<file path="config.mk">
export PLATFORM = sky130hd
export DESIGN_NAME = barrel_shift_sequencer
export DESIGN_NICKNAME = d
export VERILOG_FILES = /design/src/rtl/barrel_shift_sequencer.sv
export SDC_FILE = /design/constraint.sdc
export NUM_CORES = 1
export LEC_CHECK = 0
export ABC_AREA = 1
export BUFFER_PORTS_ARGS = -buffer_cell sky130_fd_sc_hd__buf_2
export CELL_PAD_IN_SITES_DETAIL_PLACEMENT = 0
export CELL_PAD_IN_SITES_GLOBAL_PLACEMENT = 2
export CORE_MARGIN = 3
export CORE_UTILIZATION = 31
export CTS_CLUSTER_SIZE = 16
export DETAILED_ROUTE_END_ITERATION = 7
export PLACE_DENSITY = 0.84
export REMOVE_ABC_BUFFERS = 1
export SYNTH_ARGS = -nofsm -noshare
export SYNTH_HDL_FRONTEND = slang
export SYNTH_SLANG_ARGS = --single-unit
</file>
<file path="constraint.sdc">
create_clock -name CLK -period 5.2 [get_ports CLK]
set_clock_uncertainty 0.2 [all_clocks]
set_input_delay 1.04 -clock CLK [delete_from_list [all_inputs] [get_ports CLK]]
set_output_delay 1.04 -clock CLK [all_outputs]
set_load 0.02 [all_outputs]
</file>
<file path="src/rtl/barrel_shift_sequencer.sv">
// Multi-cycle left rotate / logical-shift sequencer: one power-of-two stage per clock,
// LSB stage first, all stages always run so latency never depends on the amount.
module barrel_shift_sequencer #(
    parameter int DATA_WIDTH  = 32,
    parameter int SHAMT_WIDTH = 5
) (
    input  logic                   CLK,
    input  logic                   RST_N,
    input  logic                   IVALID,
    output logic                   IREADY,
    input  logic [DATA_WIDTH-1:0]  IDATA,
    input  logic [SHAMT_WIDTH-1:0] ISHAMT,
    input  logic                   IMODE,
    output logic                   OVALID,
    input  logic                   OREADY,
    output logic [DATA_WIDTH-1:0]  ODATA,
    output logic                   BUSY
);

    localparam int KW = $clog2(SHAMT_WIDTH + 1);

    typedef enum logic [1:0] {
        ST_IDLE  = 2'b00,
        ST_SHIFT = 2'b01,
        ST_DONE  = 2'b10
    } state_t;

    state_t                 r_state;
    state_t                 w_state_nxt;
    logic [DATA_WIDTH-1:0]  r_data;
    logic [DATA_WIDTH-1:0]  w_data_nxt;
    logic [SHAMT_WIDTH-1:0] r_amt;
    logic [SHAMT_WIDTH-1:0] w_amt_nxt;
    logic                   r_mode;
    logic                   w_mode_nxt;
    logic [KW-1:0]          r_k;
    logic [KW-1:0]          w_k_nxt;

    logic [DATA_WIDTH-1:0]  w_stage [SHAMT_WIDTH];
    logic [DATA_WIDTH-1:0]  w_stage_out;
    logic                   w_stage_en;

    // Fixed-distance wirings, one per stage; only one is selected per cycle.
    for (genvar g = 0; g < SHAMT_WIDTH; g++) begin : g_stage
        localparam int S = 2 ** g;
        assign w_stage[g] = r_mode ? {r_data[DATA_WIDTH-1-S:0], {S{1'b0}}}
                                   : {r_data[DATA_WIDTH-1-S:0], r_data[DATA_WIDTH-1:DATA_WIDTH-S]};
    end

    // Pick the stage wiring and its amount bit for the current stage index.
    always_comb begin
        w_stage_out = r_data;
        w_stage_en  = 1'b0;
        for (int k = 0; k < SHAMT_WIDTH; k++) begin
            if (r_k == KW'(k)) begin
                w_stage_out = w_stage[k];
                w_stage_en  = r_amt[k];
            end else begin
                w_stage_out = w_stage_out;
                w_stage_en  = w_stage_en;
            end
        end
    end

    // Next-state and datapath update.
    always_comb begin
        w_state_nxt = r_state;
        w_data_nxt  = r_data;
        w_amt_nxt   = r_amt;
        w_mode_nxt  = r_mode;
        w_k_nxt     = r_k;
        case (r_state)
            ST_IDLE: begin
                if (IVALID) begin
                    w_data_nxt  = IDATA;
                    w_amt_nxt   = ISHAMT;
                    w_mode_nxt  = IMODE;
                    w_k_nxt     = {KW{1'b0}};
                    w_state_nxt = ST_SHIFT;
                end else begin
                    w_state_nxt = ST_IDLE;
                end
            end
            ST_SHIFT: begin
                if (w_stage_en) begin
                    w_data_nxt = w_stage_out;
                end else begin
                    w_data_nxt = r_data;
                end
                w_k_nxt = r_k + KW'(1);
                if (r_k == KW'(SHAMT_WIDTH - 1)) begin
                    w_state_nxt = ST_DONE;
                end else begin
                    w_state_nxt = ST_SHIFT;
                end
            end
            ST_DONE: begin
                if (OREADY) begin
                    w_state_nxt = ST_IDLE;
                end else begin
                    w_state_nxt = ST_DONE;
                end
            end
            default: begin
                w_state_nxt = ST_IDLE;
            end
        endcase
    end

    // State and datapath registers.
    always_ff @(posedge CLK or negedge RST_N) begin
        if (!RST_N) begin
            r_state <= ST_IDLE;
            r_data  <= {DATA_WIDTH{1'b0}};
            r_amt   <= {SHAMT_WIDTH{1'b0}};
            r_mode  <= 1'b0;
            r_k     <= {KW{1'b0}};
        end else begin
            r_state <= w_state_nxt;
            r_data  <= w_data_nxt;
            r_amt   <= w_amt_nxt;
            r_mode  <= w_mode_nxt;
            r_k     <= w_k_nxt;
        end
    end

    assign IREADY = (r_state == ST_IDLE);
    assign OVALID = (r_state == ST_DONE);
    assign BUSY   = (r_state == ST_SHIFT) || (r_state == ST_DONE);
    assign ODATA  = r_data;

endmodule

</file>
### Word-level counts from Yosys, hierarchy flattened

Cells that the tools add are included.

| storage, ports and cells | value |
|---|---|
| ROM bits | 0 |
| logic and storage cells | 46 |
| bits in latches | 0 |
| memories | 0 |
| register bits after elaboration | 43 |
| bits in writable memories | 0 |

| cells by class | value |
|---|---|
| shift operators | 0 |
| bitwise operators | 0 |
| $add $sub $neg | 1 |
| order comparisons | 0 |
| $mul | 0 |
| multiplexer cells | 24 |
| reductions and logical operators | 7 |
| equality and inequality tests | 9 |
| divide/modulo/power cells | 0 |

Operators by type and width:

| cell | count |
|---|---|
| 32-bit 2-to-1 mux | 7 |
| 32-bit one-hot mux with 2 select lines | 1 |
| 16-bit 2-to-1 mux | 1 |
| 8-bit 2-to-1 mux | 1 |
| 1-bit 2-to-1 mux | 7 |
| 3-bit by 2-bit == test with 1-bit output (second input constant) | 2 |
| 2-bit 2-to-1 mux | 3 |
| 6-bit inequality test (second input constant) | 1 |
| 2-bit one-hot mux with 3 select lines | 1 |
| 3-bit one-hot mux with 2 select lines | 1 |
| 4-bit 2-to-1 mux | 1 |
| 2-bit inequality test (second input constant) | 2 |
| 2-bit AND reduction | 2 |
| 4-bit AND reduction | 1 |
| 3-bit by 1-bit adder with 3-bit output (second input constant) | 1 |
| 3-bit by 1-bit == test with 1-bit output (second input constant) | 1 |
| 3-bit == test (second input constant) | 1 |
| 3-bit zero test | 1 |
| 3-bit 2-to-1 mux | 1 |
| 2-bit by 1-bit == test with 1-bit output (second input constant) | 1 |
| 2-bit == test (second input constant) | 1 |
| 2-bit zero test | 1 |
| 2-bit nonzero test | 1 |
| 1-bit logical OR | 1 |

### Logic depth before layout (Yosys ltp)

Gate-level depths: netlist of the first run.

| logic depth | value |
|---|---|
| depth after elaboration | 8 |
| depth in mapped cells | 12 |
| depth with buffers taken out | 11 |

### Worst setup path before layout of the first run

Ideal clock, no wire load.

| timing path | value |
|---|---|
| path type | input-to-reg |
| start | input IVALID |
| end | register r_data[24] (netlist: ODATA[24]) |
| data arrival time | 1.777 ns |
| slack | 3.106 ns |
| stages on the path | 8 |
| setup time | 0.116 ns |
| path through | nand2_2 o21ai_4 o21ai_2 inv_2 nand2_2 buf_4 nand2_1 nand2_1 |

| on the way | value |
|---|---|
| word-level cells in the longest chain between the ends | 2 |

RTL lines:

| element | line | source |
|---|---|---|
| start, declared | 9 | `input logic IVALID,` |
| 2-bit inequality test (no source line) | n/a |  |
| 4-bit AND reduction (no source line) | n/a |  |
| end signal, assigned | 114 | `r_data <= {DATA_WIDTH{1'b0}};` |
| end signal, assigned | 120 | `r_data <= w_data_nxt;` |
| end, declared | 30 | `logic [DATA_WIDTH-1:0] r_data;` |

Every way passes these cells.
A chain may end at the register's enable or synchronous reset.

### Final worst setup path of the first run

| timing path | value |
|---|---|
| start | register r_k[0] |
| end | register r_data[13] (netlist: ODATA[13]) |

| on the way | value |
|---|---|
| word-level cells in the longest chain between the ends | 8 |
| elaborated cells between the ends (all ways) | 19 |
| classes of those cells | eq/ne: 6; mux: 11; reduce/logical: 2 |

RTL lines:

| element | line | source |
|---|---|---|
| start, declared | 36 | `logic [KW-1:0] r_k;` |
| start signal, assigned | 117 | `r_k <= {KW{1'b0}};` |
| start signal, assigned | 123 | `r_k <= w_k_nxt;` |
| 3-bit zero test | 55 | `if (r_k == KW'(k)) begin` |
| 1-bit 2-to-1 mux (5 in a row) | 55 |  |
| 2-bit inequality test (no source line) | n/a |  |
| 4-bit AND reduction (no source line) | n/a |  |

Parallel ways exist; a longest one is shown, timed or not. The select of a mux whose other input is x is not followed.

==> flow_summary_export.csv, run 1 <==
group,metric,value,unit
floorplanning,core_area,11500,µm²
pwr,internal_power,1440,µW
sta,hold_violations,0,
clocking,cts_root_buf,"clkbuf_16",
pwr,p_sw,1950,µW
synth,yosys-top-cells-area,"dfrtp_1 29%, nand2_1 28%, a21oi_1 7.0%",
floorplanning,ios,77,
critical_path,r2r_slack,1.97,ns
hold_path,worstHoldEndpoint,"r_amt[0]",
critical_path,critPathTopFamily,"buffers and inverters",
grt,antenna_found_initial,0,
pwr,combPwrFrac,69.1,%
flow_run,drv_cap,0,
sta,fmax,310,MHz
placed_design,placed_area,4040,µm²
cells_and_area,layout_common_cells,"274 x nand2_1, 76 x buf_2, 67 x inv_1, 52 x a21oi_1, 43 x dfrtp_1",
grt,grt_pass1_vias,3786,
critical_path,critPathRequiredTime,5.23,ns
clocking,htree_levels,2,
clocking,clkLatencyLatePin,0.31,ns
critical_path,cpMostUsedCell,"nand2_1",
drt,vias,3940,
grt,grt_max_degree,65,
cells_and_area,layout-drive-gt1-share,15.8,%
critical_path,critPathBufInv,2,
critical_path,crit_path_cell_trace,"ha_1, ha_1, buf_4, inv_1, nand2_1, a21oi_4, nand2_1, nand2_1",
grt,grt.overflow.total,0,
pwr,swShare,57.6,%
cells_and_area,area_growth_syn_to_layout,14.1,%
pwr,p_per_area,804,nW/µm²
sta,finalSetupViolations,0,
clocking,tritoncts,"done",
critical_path,cp-start-kind,"register",
placed_design,gp_congestion,0.864,
sta,totalNegativeSetupSlack,0,ns
synth,synth_cell_type_count,27,
pwr,ir_worst_vdd,0.399,mV
drt,wl_per_cell,16.0,µm
synth,synth-seq-cells,43,
sta,tightest_slew,1.04,ns
floorplanning,start_util,32.1,%
synth,synth_top_area_share,29.1,%
grt,grt_pass1_wl,20600,µm
floorplanning,dieHeight,115,µm
synth,synth_top_cell_by_area,"dfrtp_1",
sta,timing.hold.ws,0.309,ns
synth,synthesis.area,3690,µm²
cells_and_area,final_common_cell,"nand2_1",
synth,yosys_warnings,0,
clocking,postCtsHoldBufs,0,
clocking,cts_buffers,5,
synth,yosysSeqAreaShare,29.1,%
critical_path,end_kind,"register",
sta,finalCritPeriodShare,62.1,%
critical_path,worstReg2RegStart,"r_k[0]",
sta,layout_min_cycle_time,3.23,ns
hold_path,min_from,"r_amt[0]",
critical_path,r2r-end,"ODATA[13]",
cells_and_area,fillCellCount,1299,
placed_design,hpwl,8600,µm
critical_path,slowest_stage,"a21oi_4",
floorplanning,die-width,115,µm
drt,drt.antenna.violating_nets,0,
critical_path,crit_type,"register to register",
sta,slew_viol_final,0,
clocking,cts_resized,0,
clocking,clk_path_buf_depth,2,
floorplanning,num_rows,39,
status,outcome,"complete, no violations",
hold_path,holdPathStages,1,
synth,syn_area_per_cell,6.06,µm²
critical_path,critPathMaxStageDelay,0.80,ns
pwr,p_seq_share,19.4,%
sta,slew_headroom,30.8,%
placed_design,io_buffers,76,
drt,drt-total-wl,12800,µm
drt,drt_iter0_drc,243,
pwr,pwr-share-clk,11.5,%
critical_path,crit_path_max_fanout,38,
clocking,clkTransAtPathRegs,0.08,ns
cells_and_area,nNetsFinal,710,
cells_and_area,antenna_cells,0,
drt,drc,0,
cells_and_area,stdcell_area,4210,µm²
grt,grt_usage,19.9,%
drt,dr.pass1.iters,5,
synth,netlist_instances,609,
floorplanning,dieArea,13300,µm²
critical_path,arrival,3.26,ns
pwr,p_leak,0.00238,µW
critical_path,r2r_cells,8,
clocking,clock-sinks,43,
clocking,postCtsSetupBuffers,0,
sta,rsz0062_at_grt,"false",
drt,drt-vias-per-instance,4.91,
hold_path,min_path_type,"register to register",
## state kept, by name, indices dropped and copies added (netlist names)
name and count:
ODATA 32, r_amt 5, r_mode 1, r_k 3, r_state 2
## cells in the mapped netlist
cell / instances
o22ai_1: 1
nand2_2: 2
nand3_4: 1
clkinv_1: 1
buf_2: 12
dfrtp_1: 43
nor3_1: 8
buf_1: 1
nand2_4: 2
a21oi_1: 52
o21ai_4: 1
o21ai_1: 13
o21ai_2: 1
buf_6: 6
nor2_1: 19
clkbuf_1: 7
a21oi_4: 1
o21ai_0: 17
a22oi_1: 16
ha_1: 9
buf_4: 9
mux2_2: 4
nand3_1: 36
inv_1: 67
a21oi_2: 1
nand2_1: 274
inv_2: 5
## stage by stage
stage                     setup slack [ns]  power, µW  cells  util, %
after floorplan                       2.35       2290    574        -
after global placement                2.09       2990    795     35.1
after detailed placement              2.01       3010    795     35.1
after CTS                             1.97       3410    803     36.6
after global routing                  1.73       3770    803     36.6
final                                 1.97       3390    803     36.6
## worst max path at each step
| stage | depth (start not counted) | start | end |
|---|---|---|---|
| 2_1_floorplan | 8 | r_k[2] | ODATA[0] |
| 3_3_place_gp | 8 | r_k[0] | ODATA[11] |
| 3_5_place_dp | 8 | r_k[0] | ODATA[13] |
| 4_1_cts | 8 | r_k[0] | ODATA[13] |
| 5_1_grt | 8 | r_k[0] | ODATA[1] |
| 6_report | 8 | r_k[0] | ODATA[13] |
## power by group through the flow
stage                     Clock (µW)  Sequential [µW]  Combinational, µW
after floorplan                    0              755               1540
after global placement             0              658               2330
after detailed placement           0              665               2350
after CTS                        398              660               2350
after global routing             407              686               2680
final                            388              658               2340
## layout make-up
cell class / count / area (µm²) / share of cell area (%)
multi-input combinational: 458 / 2120 / 50.2
sequential: 43 / 1080 / 25.5
timing repair buffer: 78 / 395 / 9.38
inverter: 73 / 274 / 6.50
tap: 143 / 179 / 4.25
clock buffer: 5 / 125 / 2.97
clock inverter: 3 / 47.5 / 1.13
## per-layer routing
metal	global-route usage [%]	part of all wire [%]	vias up
met5	0	0	-
met4	6.10	1.6	0
met3	3.05	4.6	14
met2	30.2	44	100
met1	29.0	50	1822
li1	-	-	2004
## cells by family (layout without fill, tap and decap cells)
kind of cell	count (synthesis)	in the layout	synth area share (%)
muxes	4	4	1.22
AOI/OAI and AO/OA	103	103	15.9
and+or+nand+nor	342	342	37.2
buffers and inverters	108	159	13.5
DFF	43	43	29.1
adders and majority gates	9	9	3.05
Power figures use the tool's default switching activity.
==> run 2, diff against run 1 <==
- CORE_UTILIZATION: 31 -> 26
- PLACE_DENSITY: 0.84 -> 0.75
- clock period: 5.2 -> 2.65 ns (I/O delays scaled with it)
==> run 2 against run 1 <==
Net effect: the run now ends with negative hold slack left; clock power up 88%; combinational power increased by 110%; design area is 3.3% higher; critical path type unchanged; register-to-register slack worse by 1.5 ns; die area is 18% higher.
==> flow_summary_export.csv, run 2 (synthesis gave the netlist of run 1 again) <==
group,metric,value,unit
floorplanning,start_util,27.2,%
critical_path,critPathMaxStageDelay,0.41,ns
sta,rsz0062_at_grt,"false",
floorplanning,die-width,125,µm
sta,layout_min_cycle_time,2.16,ns
sta,slew_viol_final,0,
sta,hold_violations,3,
clocking,postCtsSetupBuffers,0,
sta,fin_ws,0.487,ns
grt,grt.overflow.total,0,
cells_and_area,antenna_cells,0,
critical_path,critPathRequiredTime,2.69,ns
grt,grt_pass1_wl,22300,µm
floorplanning,core_area,13600,µm²
floorplanning,dieHeight,125,µm
grt,use_met1,25.7,%
drt,drt_iter0_drc,281,
drt,dr.pass1.iters,4,
sta,slew_headroom,56.9,%
cells_and_area,multi_input_area,2120,µm²
cells_and_area,layout-drive-gt1-share,17.0,%
placed_design,gp_congestion,0.749,
critical_path,critPathBufInv,2,
cells_and_area,layout_common_cells,"274 x nand2_1, 76 x buf_2, 67 x inv_1, 52 x a21oi_1, 43 x dfrtp_1",
drt,vias,4004,
critical_path,crit_path_cell_trace,"inv_1, ha_1, nand2_2, o21ai_4, o21ai_2, a21oi_4, buf_4, nand2_1, nand2_1",
critical_path,r2r_cells,9,
cells_and_area,final_common_cell,"nand2_1",
clocking,htree_levels,2,
critical_path,cpMostUsedCell,"nand2_1",
drt,drt-vias-per-instance,4.73,
pwr,p_per_area,1580,nW/µm²
grt,grt_pass1_vias,4002,
sta,finalCritPeriodShare,81.6,%
cells_and_area,fillCellCount,1581,
drt,drc,0,
clocking,cts_resized,0,
pwr,ir_worst_vdd,0.809,mV
critical_path,r2r-end,"ODATA[0]",
clocking,cts_root_buf,"clkbuf_16",
sta,timing.hold.ws,-0.00418,ns
cells_and_area,nNetsFinal,721,
critical_path,arrival,2.20,ns
clocking,cts_buffers,5,
critical_path,critPathTopFamily,"buffers and inverters",
grt,use_met2,27.5,%
critical_path,slowest_stage,"dfrtp_1",
clocking,tritoncts,"done",
placed_design,hpwl,9730,µm
floorplanning,ios,77,
critical_path,end_kind,"register",
critical_path,crit_path_max_fanout,32,
floorplanning,dieArea,15700,µm²
clocking,clk_path_buf_depth,2,
critical_path,crit_type,"register to register",
hold_path,min_path_type,"primary input to async pin",
grt,top_usage_layer,"met2",
cells_and_area,area_growth_syn_to_layout,17.9,%
grt,grt_max_degree,65,
critical_path,r2r_slack,0.49,ns
pwr,p_leak,0.00243,µW
critical_path,worstReg2RegStart,"r_state[0]",
status,outcome,"complete, but fails checks",
cells_and_area,final-seq-area,1080,µm²
status,violations,"negative hold slack",
grt,grt_use_met3,2.90,%
clocking,clock-sinks,43,
clocking,postCtsHoldBufs,0,
sta,fmax,462,MHz
cells_and_area,largest_register_ffs,32,
placed_design,io_buffers,76,
critical_path,cp-start-kind,"register",
clocking,clkLatencyLatePin,0.29,ns
flow_run,drv_cap,0,
grt,grt_usage,17.6,%
placed_design,preCtsSetupSlack,0.496,ns
sta,finalSetupViolations,0,
sta,tightest_slew,0.646,ns
floorplanning,num_rows,42,
drt,wl_per_cell,16.4,µm
drt,drt-total-wl,13900,µm
grt,antenna_found_initial,0,
drt,drt.antenna.violating_nets,0,
clocking,clkTransAtPathRegs,0.07,ns
-- run 2: cell count changes in the layout (fill, tap and decap cells not counted), sizes merged --
cell	change
inv	-1
buf	+11
clkinvlp	+1
clkinv	-1
-- run 2: where the power goes --
group          switching [µW]  internal (µW)
combinational            3300           1540
clock                     290            441
sequential                307            984
-- run 2: how the worst max path moves through the flow --
stage                from   endpoint  slack, ns  cells after the start
2_1_floorplan      r_k[2]   ODATA[0]      -0.20                      8
3_3_place_gp   r_state[0]  ODATA[14]       0.52                      9
3_5_place_dp   r_state[0]   ODATA[0]       0.50                      9
4_1_cts        r_state[0]  ODATA[11]       0.48                      9
5_1_grt            r_k[0]  ODATA[22]       0.24                     10
6_report       r_state[0]   ODATA[0]       0.49                      9
-- run 2: final cells by class --
type	instances	area share [%]
Timing Repair Buffer	89	11.6
Tap cell	176	5.06
Inverter	73	6.29
Sequential cell	43	24.7
Clock inverter	2	0.862
Clock buffer	5	2.87
Multi-Input combinational cell	458	48.6
-- run 2: worst reg2reg max path, delay by kind of cell, from the launching register on --
kind	cells	cell delay, ns
and+or+nand+nor	3	0.40
adders and majority gates	1	0.26
buffers and inverters	2	0.46
AOI/OAI and AO/OA	3	0.38
DFF	1	0.41
-- run 2: routing by layer --
metal,wire length [µm],vias to the layer above
li1,-,2029
met1,6820,1841
met2,6010,126
met3,872,8
met4,153,0
met5,0,-
-- run 2: metrics by stage --
stage                     util, %  TNS, ns  std cells  instance area, µm²  total power (µW)
after detailed placement     30.9        0        839                4190              6190
final                        32.1        0        846                4350              6870
after floorplan                 -    -6.39        574                3470              4500
after CTS                    32.1        0        846                4350              6940
after global routing         32.1        0        846                4350              7620
after global placement       30.9        0        839                4190              6130
